**src/rtl/mem_access.sv**
```systemverilog
// mem_access: load/store unit with RAM byte lanes, a 1 KiB MMIO window (LED, switches)
// and a two-state FSM that stalls one cycle per load for the synchronous RAM.
module mem_access #(
    parameter int          RAM_AW  = 14,
    parameter logic [31:0] IO_BASE = 32'hFFFF_FC00
) (
    input  logic              clk,
    input  logic              rst,
    input  logic              mem_read,
    input  logic              mem_write,
    input  logic [2:0]        funct3,
    input  logic [31:0]       addr,
    input  logic [31:0]       store_data,
    input  logic [31:0]       ram_rdata,
    input  logic [15:0]       switch_in,
    output logic [RAM_AW-1:0] ram_addr,
    output logic [31:0]       ram_wdata,
    output logic [3:0]        ram_we,
    output logic [15:0]       led_out,
    output logic [31:0]       load_data,
    output logic              stall,
    output logic              misalign
);
    typedef enum logic {IDLE, RD_WAIT} state_t;
    state_t state;
    logic [2:0]  f3_q;
    logic [1:0]  lane_q;
    logic        io_q;
    logic [31:0] io_data_q;
    logic        is_io, led_hit, sw_hit, bad, mis, st, issue;
    logic [31:0] word, shifted, ext;
    logic [15:0] half;
    logic [7:0]  byte_v;

    assign is_io   = addr[31:10] == IO_BASE[31:10];
    assign led_hit = is_io && addr[9:0] == 10'h060;
    assign sw_hit  = is_io && addr[9:0] == 10'h070;
    assign bad     = funct3[1:0] == 2'b11 || (funct3[2] && funct3[1]);
    assign mis     = bad || (funct3[1:0] == 2'b01 && addr[0]) ||
                     (funct3[1:0] == 2'b10 && addr[1:0] != 2'b00);
    assign misalign = !rst && (mem_read || mem_write) && mis;
    assign st       = !rst && mem_write && !mis;
    assign issue    = !rst && state == IDLE && mem_read && !mem_write && !mis;
    assign stall    = issue;
    assign ram_addr = addr[RAM_AW+1:2];

    assign ram_wdata = funct3[1:0] == 2'b00 ? {4{store_data[7:0]}} :
                       funct3[1:0] == 2'b01 ? {2{store_data[15:0]}} : store_data;
    assign ram_we    = (!st || is_io)        ? 4'b0000 :
                       funct3[1:0] == 2'b00 ? 4'b0001 << addr[1:0] :
                       funct3[1:0] == 2'b01 ? 4'b0011 << {addr[1], 1'b0} : 4'b1111;

    // Extraction uses the lane and size captured at issue, not the live inputs.
    assign word    = io_q ? io_data_q : ram_rdata;
    assign shifted = word >> {lane_q, 3'b000};
    assign byte_v  = shifted[7:0];
    assign half    = lane_q[1] ? word[31:16] : word[15:0];
    assign ext     = f3_q[1:0] == 2'b00 ? {{24{!f3_q[2] && byte_v[7]}}, byte_v} :
                     f3_q[1:0] == 2'b01 ? {{16{!f3_q[2] && half[15]}}, half} : word;
    assign load_data = (!rst && state == RD_WAIT) ? ext : 32'h0;

    always_ff @(posedge clk) begin
        if (rst) begin
            state     <= IDLE;
            led_out   <= 16'h0;
            f3_q      <= 3'b000;
            lane_q    <= 2'b00;
            io_q      <= 1'b0;
            io_data_q <= 32'h0;
        end else begin
            state <= issue ? RD_WAIT : IDLE;
            if (issue) begin
                f3_q      <= funct3;
                lane_q    <= addr[1:0];
                io_q      <= is_io;
                io_data_q <= sw_hit ? {16'h0, switch_in} : led_hit ? {16'h0, led_out} : 32'h0;
            end
            if (st && led_hit)
                led_out <= funct3[1:0] == 2'b00 ? {led_out[15:8], store_data[7:0]} : store_data[15:0];
        end
    end
endmodule
```
**config.mk**
```make
export PLATFORM = sky130hd
export DESIGN_NAME = mem_access
export DESIGN_NICKNAME = d
export VERILOG_FILES = /design/src/rtl/mem_access.sv
export SDC_FILE = /design/constraint.sdc
export NUM_CORES = 1
export LEC_CHECK = 0
export ABC_AREA = 1
export CAP_MARGIN = 20
export CORE_ASPECT_RATIO = 0.5
export CORE_MARGIN = 1
export CORE_UTILIZATION = 36
export CTS_BUF_LIST = sky130_fd_sc_hd__clkbuf_2 sky130_fd_sc_hd__clkbuf_4 sky130_fd_sc_hd__clkbuf_8
export DETAILED_ROUTE_END_ITERATION = 8
export PLACE_DENSITY = 0.79
export SYNTH_ARGS = -nofsm -noshare
export SYNTH_HDL_FRONTEND = slang
export SYNTH_SLANG_ARGS = --single-unit
```
**constraint.sdc**
```tcl
create_clock -name clk -period 2.2 [get_ports clk]
set_clock_uncertainty 0.1 [all_clocks]
set_input_delay 0.66 -clock clk [delete_from_list [all_inputs] [get_ports clk]]
set_output_delay 0.66 -clock clk [all_outputs]
set_load 0.02 [all_outputs]
```
# Word-level counts from Yosys, hierarchy flattened

Cells that the tools add are included.
Widths: inputs -> output; s select.

Equality and inequality tests: 7
Shifts and indexed selects: 3
Mux-type cells: 13
Bitwise logic cells: 2
Reduce and logical (&&, ||, !) cells: 31

Operators with widths:

| kind                 | number |
|---|---|
| $mux 32              | 6 |
| $mux 16              | 3 |
| $shr 32x5->8         | 1 |
| $eq 22x22->1 const B | 1 |
| $eq 10x7->1 const B  | 2 |
| $logic_and 1x1->1    | 17 |
| $mux 4               | 3 |
| $logic_not 1->1      | 5 |
| $logic_or 1x1->1     | 5 |
| $eq 2x1->1 const B   | 2 |
| $eq 2x2->1 const B   | 2 |
| $logic_not 2->1      | 2 |
| $shl 1x2->4 const A  | 1 |
| $shl 2x2->4 const A  | 1 |
| $not 1->1            | 2 |
| $reduce_and 2->1     | 1 |
| $reduce_bool 2->1    | 1 |
| $mux 1               | 1 |

Register bits after elaboration: 55
Bits of input ports: 119
Output and inout port bits: 100

# Depth between registers and ports, before layout

Gate-level depths: netlist of run 1.

Word-level depth: 9
Depth in mapped cells: 11
Mapped depth without buffers: 10

# Least setup slack after synthesis of run 1

No wires, ideal clock.

Path type: input -> output
From: in rst
To: out load_data[16]
Arrival time: 1.734 ns
Required time: 1.440 ns
Setup slack: -0.294 ns
Cell stages on the path: 5
Buffers on the path: 2
Cells stage by stage: buf_2 nor2_4 clkinv_1 clkbuf_1 nor2_1

Longest elaborated chain between the ends: 3

RTL lines:

| element           | RTL line | RTL |
|---|---|---|
| start, declared   | 8        | `input logic rst,` |
| $logic_not 1->1   | 60       | `assign load_data = (!rst && state == RD_WAIT) ? ext : 32'h0;` |
| $logic_and 1x1->1 | 60       |  |
| $mux 32           | 60       |  |
| end, declared     | 20       | `output logic [31:0] load_data,` |

Every way passes these cells.

# Worst setup path in the final report of run 1

From: reg io_q
To: out load_data[19]

Longest elaborated chain between the ends: 6
Elaborated cells between the ends (all ways): 8
Classes of those cells: 1 x shift; 5 x mux; 2 x reduce/logical

RTL lines:

| element                                                              | RTL line | RTL |
|---|---|---|
| start, declared                                                      | 28       | `logic io_q;` |
| start signal, assigned                                               | 75       | `io_q <= is_io;` |
| $mux 32 *                                                            | 54       | `assign word = io_q ? io_data_q : ram_rdata;` |
| parallel branches: the longest is 3 deep, another holds $shr 32x5->8 | --       |  |
| $mux 32 *                                                            | 58       | `assign ext = f3_q[1:0] == 2'b00 ? {{24{!f3_q[2] && byte_v[7]}}, byte_v} :` |
| $mux 32 *                                                            | 60       |  |

Every way passes the cells marked *.

==> results of run 1 <==
==> power by group through the flow <==
stage / sequential [uW] / clock [uW] / combinational [uW]
global route: 732 / 541 / 1280
CTS: 729 / 503 / 1120
floorplan: 742 / 0 / 498
global placement: 746 / 0 / 1010
detailed placement: 746 / 0 / 1020
finish: 730 / 504 / 1200
==> flip-flops by register name (all words and copies together) (netlist names) <==
| register | flops |
|---|---|
| state | 1 |
| io_data_q | 16 |
| f3_q | 3 |
| lane_q | 2 |
| led_out | 16 |
| io_q | 1 |
==> cells by family (layout without fill, tap and decap cells) <==
| family | count (synthesis) | after routing | share of synthesized area [%] |
|---|---|---|---|
| compound gates | 121 | 121 | 18.3 |
| simple gates | 398 | 400 | 43.9 |
| buf+inv | 140 | 454 | 17.4 |
| flops | 39 | 39 | 20.4 |
==> cells in the final DEF (no fill, tap or decap), types with 37 or more instances in the layout <==
master,synthesis,final
nand2_1,245,189
buf_4,26,129
inv_1,73,58
clkdlybuf4s50_1,0,57
buf_6,3,52
dlygate4sd2_1,0,51
nor2_4,5,43
nor2_1,80,39
nand2_2,3,37
dfxtp_1,39,37
==> stage by stage <==
step,setup TNS [ps],instances
after floorplan,-2630,698
after global placement,-88380,1107
after detailed placement,-90880,1107
after CTS,-13310,1148
after global routing,-17720,1154
final,-13930,1154
==> final cells by class <==
cell class                      instances  area [um2]
Clock buffer                            5        68.8
Clock inverter                          3        23.8
Fill cell                             736        2230
Inverter                               84         342
Multi-Input combinational cell        521        3210
Sequential cell                        39         788
Tap cell                              140         175
Timing Repair Buffer                  362        3440
==> critical path: stages (launching register included) <==
cell and delay, ps:
dfxtp_4 420, nand2_1 90, nand2_2 90, o21ai_1 80, o21ai_1 180, nand2_1 130
nand2_4 170, buf_12 180, nand2_4 60, nor2_4 100, buf_6 110
==> metal layers <==
metal | share of wire, % | GRT usage [%]
met5 | 0 | 0
met2 | 52 | 52.4
met1 | 41 | 33.7
met3 | 4.9 | 3.27
met4 | 2.8 | 9.16
==> timing repair <==
item | CTS | global route
gates cloned | 6 | 2
pin swaps | 83 | 83
hold buffers | 0 | 0
setup buffers | 27 | 13
gates resized for setup | 604 | 146
setup endpoints to repair | 122 | 84
==> worst max path at each step <==
stage                                 start             to  slack, ps  cells after the start
after floorplan               ram_rdata[31]  load_data[25]       -120                      9
after global placement        ram_rdata[31]  load_data[18]      -1270                     11
after detailed placement      ram_rdata[31]  load_data[17]      -1310                     11
after CTS                 io_q$_SDFFE_PP0P_  load_data[24]       -430                     12
after global routing      io_q$_SDFFE_PP0P_  load_data[19]       -550                     10
final                     io_q$_SDFFE_PP0P_  load_data[19]       -470                     10
==> summary by stage, run 1 <==
Floorplan
The height of the die is 75.0 um. The number of cell rows is 26. The x dimension of the die is 148 um.

The die footprint is 11100 um2. In this run the count of I/O pins placed on the die edge is 219. Once the floorplan was initialized, standard cells occupied 37.3% of the core. The core footprint is 10300 um2.

Finish
In the final layout, the share of cells above drive strength 1 is 42.8%. The count of antenna diodes in the layout is 0. After the last flow step, the layout net total stands at approximately 1100. The final core utilization is 78.3%. The final design instance area without fill is 8050 um2. The post-synthesis to final-layout area growth is 110%.

Global routing
The first global-routing pass estimated 24800 um of wire. The number of antenna violations at the first check in global routing came to 0. The number of global-route vias before repair was 5192. Entering global routing, the biggest net connects 35 pins. Across every metal layer, demand over resource in global routing totals 27.8%.

Global routing finished with a remaining overflow of 0.

STA
The slew at the pin closest to its max-slew limit is around 340 ps. The maximum clock rate is 375 MHz. The final hold slack is about 420 ps. The setup violation total in the final timing report is 49. The smallest clock period supported by the final layout is computed as between 2000 and 3000 ps. The share of the cycle needed by the critical path after routing is 121%. The count of final max-slew check failures came to 0. Setup repair after global routing could not meet its margin everywhere. The number of hold violations in the final report came to 0.

Measured against its own limit, the worst slew margin works out to between 70% and 80%. The setup slack of the critical path after layout is -467 ps.

Routing
The detailed router placed a little under 6000 vias in this run. The number of nets with antenna violations after routing is 0. The wire length reported by the detailed router is 17600 um. The average routed wire per standard cell is 15.3 um. After detailed routing, the number of vias per cell comes to between 5 and 6. For this run, the detailed router's first-pass iteration total came to 5. The residual DRC count is 0. The violation count after the first detailed-routing iteration is 335.

Place
The area of placed instances is 7050 um2. At the placement stage, the worst setup path has a slack of -1310 ps. The wire-length estimate of the detail-placed layout is 11900 um. The congestion estimate from routability-driven global placement came to approximately 0.85.

The number of I/O port buffers is 218.

Logic synthesis
The async set-reset flop share out of synthesis is 0%. The cell taking the most area after synthesis is nand2_1. The synthesized area per cell is ~5.5 um2.

The primary flip-flop cell chosen by synthesis mapping is dfxtp_1. The commonest cells after synthesis are 245 x nand2_1, 80 x nor2_1, 73 x inv_1. The area of the mapped netlist is 3830 um2. Synthesis inferred 39 register bits.

The share of the yosys chip area belonging to registers is about 20%. In the synthesized netlist, the number of instances is 698. In this run the biggest area consumer among cell types represents approximately a quarter of the synthesized area. The number of enable-type register cells in the synthesized netlist is 0. nand2_1 is the most common cell in the netlist. Ranked by total cell area, the synthesized netlist is headed by nand2_1 24%, dfxtp_1 20%, nor2_1 7.8%, inv_1 7.1%, o21ai_0 6.0%. The net count after synthesis is 817. The number of distinct library cells after synthesis is 33. The number of warnings issued by yosys is 0.

CTS
The total number of H-tree levels is 2. Counting the buffers created by CTS gives 5. The clock tree from TritonCTS is done. The maximum count of clock buffers along a single path is 2.

Clock tree synthesis found a total of 39 sinks. After clock tree synthesis, the clock-pin slew on the worst setup and hold paths is approximately 90 ps. The clock tree root buffer cell is clkbuf_8. The worst-skew pair later-pin latency is around 300 ps.

Pwr
For this design the ratio of total power to cell area is 303 nW/um2. The internal power of the cells totals 1530 uW. The switching share of power is 37.2%. The highest ir drop seen on vdd is 281 uV. The part of the total power dissipated in the clock network is 20.7%. Of the total power, registers draw 30.0%. In this run the power spent charging and discharging nets is 906 uW.

The sum of internal, switching and leakage power is ~2400 uW. The share of total power dissipated in combinational logic is approximately 49%. The leakage component of the power is ~0.0038 uW.

Worst hold path
In this run the most critical hold path is launched from led_out[2]$_SDFFE_PP0P_. The worst hold path endpoint is led_out[2]$_SDFFE_PP0P_. The class of the tightest hold or removal check is flop to flop. The worst hold path depth is 2.

Setup path
STA classifies the critical path startpoint as a flop. The largest fanout of any net on the critical path is 8. The number of cells on the worst reg-to-reg path is 12.

The worst flop-to-flop path endpoint is state$_SDFF_PP0_. The critical path in this run is classified as flop to primary output. The worst register-to-register path has a setup slack of approximately 180 ps. Data on the critical path is required at its endpoint by 1440 ps.

The category of the worst setup path capture point is a primary output. The startpoint identified for the worst register-to-register timing path is state$_SDFF_PP0_. STA puts the critical path data arrival time at 1910 ps.

Status
The flow ran to the end, but the final reports show violations. The checks that failed: negative setup slack.

Run
The max-cap check violation count is 0.
Power figures use the tool's default switching activity.
==> run 2, diff against run 1 <==
- TNS_END_PERCENT: unset -> 50
==> summary by stage, run 2 (synthesized netlist as in run 1, its figures left out) <==
Status
The run finished, with violations left. The final reports fail on negative setup slack.

Global routing
Entering global routing, the biggest net connects 35 pins. The total overflow left after global routing is 0. The number of antenna violations at the first check in global routing came to 0. The number of global-route vias before repair is 5195. The total track usage is between 20% and 30%.

The first-pass GRT wire length is between 20000 and 30000 um.

Setup path
The number of cells on the worst reg-to-reg path is 10. STA classifies the critical path startpoint as a flop. At the worst endpoint, the arrival time is between 1500 and 2000 ps. The worst register-to-register path ends at io_data_q[9]$_SDFFE_PP0P_. At the worst endpoint, the required time is 1440 ps. The start of the worst register-to-register path is state$_SDFF_PP0_. The worst setup path is of the flop to primary output kind. The setup check on the worst reg-to-reg path leaves a slack of 360 ps.

The largest fanout of any net on the critical path is 5. The category of the worst setup path capture point is a primary output.

Worst hold path
For hold timing, the worst endpoint is led_out[6]$_SDFFE_PP0P_. Counting instances, the worst hold path has a depth of 2. The startpoint of the tightest hold check path is led_out[6]$_SDFFE_PP0P_. The tightest min-delay check is of the flop to flop type.

Finish
The post-synthesis to final-layout area growth is 111%. The count of placed standard cells in the final layout, fillers left out is around 1100. The filler cells instantiated in the layout total 707.

The share of layout cells above drive strength 1 is between 40% and 50%. Summing all multi-input logic gate instances after layout gives 3200 um2. The library cell used most frequently in the layout, excluding fill and tap cells, is nand2_1. Once layout is done, the placed cells without fillers occupy between 8000 and 9000 um2.

The final core utilization is 78.7%. Summing all flip-flop and latch instances after layout gives 787 um2. The top cell types in the final layout, fill and taps aside, are 194 x nand2_1, 113 x buf_4, 70 x buf_6, 65 x inv_1, 61 x clkdlybuf4s50_1.

The number of nets in the layout is 1127. 0 antenna diodes ended up in the layout. The largest registers in the layout are io_data_q x16, led_out x16, f3_q x3.

Routing
The number of nets with antenna violations after routing is 0. After detailed routing, the total wire length is 16900 um. The via count normalized by instance count is 4.97. For this run, design rule violations remaining after detail routing come to 0. After the first detailed-routing iteration, the DRC count stood at 299.

Detailed routing inserted a total of 5709 vias. The first-pass iteration count of the detailed router is 6. Dividing the detail-routed wire length by the instance count gives 14.7 um.

CTS
The sink count of the clock tree is 39. The later pin in the worst-skew pair is clocked with a latency of roughly 300 ps. The number of clock buffers added by TritonCTS is 5. The clock tree root buffer cell is clkbuf_8.

The H-tree generated during clock tree synthesis spans 2 levels. The maximum count of clock buffers along a single path is 2. In this run, post-CTS hold repair placed 0 buffers. The clock transition at the registers of the reported paths is 90 ps.

The clock tree from TritonCTS is done.

STA
The count of final max-slew check failures came to 0. The final hold slack is 417 ps. Timing would allow up to between 300 and 400 MHz.

Counting I/O delays and the setup requirement, the final critical path takes 2670 ps. The post-route setup TNS is -15620 ps. The setup slack of the critical path after layout is -474 ps. The slew at the pin closest to its max-slew limit is 326 ps.

The setup violation total in the final timing report is 54. Setup repair after global routing could not meet its margin everywhere. The number of hold violations in the final report came to 0. Headroom to the max-slew limit came out at 78.0%. The share of the cycle needed by the critical path after routing is 122%.

Place
The detailed-placement wirelength estimate is 11900 um. The congestion estimate from routability-driven global placement came to 0.874. Summing all placed instances gives a cell area of 7020 um2.

The count of buffers added on input and output ports is 218. The total instance count after detailed placement is 1101.

Floorplan
The I/O pin count is 219. The die footprint is 11100 um2. The height of the die is 75.0 um.

The floorplan has 26 rows. The core footprint is between 10000 and 15000 um2. The x dimension of the die is around 150 um. The initial utilization of the core area, before any placement, comes to 37.3%.

Pwr
VDD sags by at most roughly 240 uV. The total power per unit cell area is 320 nW/um2. For this design the static power due to leakage is between 0.003 and 0.004 uW.

Run
Across the run, the number of max-cap violations was 0.
-- run 2: layout make-up --
type,count,area share (%)
clock inverter,3,0.541
tap,140,2.16
timing repair buffer,358,42.9
inverter,84,4.25
multi-input combinational,520,39.6
sequential,39,9.72
clock buffer,5,0.850
-- run 2: repair_timing --
action / CTS / global route
gates cloned: 4 / 2
resized for setup: 678 / 96
endpoints found under the setup margin: 122 / 92
pin swaps: 89 / 71
setup buffers: 24 / 15
-- run 2: how the worst max path moves through the flow --
stage               slack (ps)            end              start  depth (start not counted)
global placement         -1260  load_data[18]      ram_rdata[31]                         11
global route              -550   load_data[9]  io_q$_SDFFE_PP0P_                         12
detailed placement       -1310  load_data[18]      ram_rdata[31]                         11
finish                    -470  load_data[26]  io_q$_SDFFE_PP0P_                         12
floorplan                 -120  load_data[25]      ram_rdata[31]                          9
CTS                       -460  load_data[18]  io_q$_SDFFE_PP0P_                         12
-- run 2: routing by layer --
metal	routed length, um	track usage (%)	part of all wire [%]
met3	985	3.58	5.8
met2	8620	53.3	51
met1	7040	34.7	42
met4	287	6.19	1.7
met5	0	0	0
-- run 2: worst max-delay path: stages, from the launching register on --
cell	delay [ps]
dfxtp_4	430
clkinv_8	100
nand2_4	70
nand2_2	70
o21ai_2	160
o21ai_2	80
nand2_1	100
nand2_4	80
buf_12	130
buf_12	120
nand2_8	100
nor2_4	50
buf_6	130
-- run 2: report_power, final --
group / internal [uW] / leakage, uW / switching (uW) / total [uW]
clock: 338 / 0.0000581 / 266 / 603
sequential: 719 / 0.000317 / 12.0 / 731
combinational: 628 / 0.00341 / 624 / 1250
total: 1690 / 0.00378 / 901 / 2590
-- run 2: metrics by stage --
step	power, uW	setup slack, ps
4_1_cts	2500	-465
2_1_floorplan	1240	-123
3_3_place_gp	1750	-1260
5_1_grt	2700	-550
3_5_place_dp	1760	-1310
6_report	2590	-474
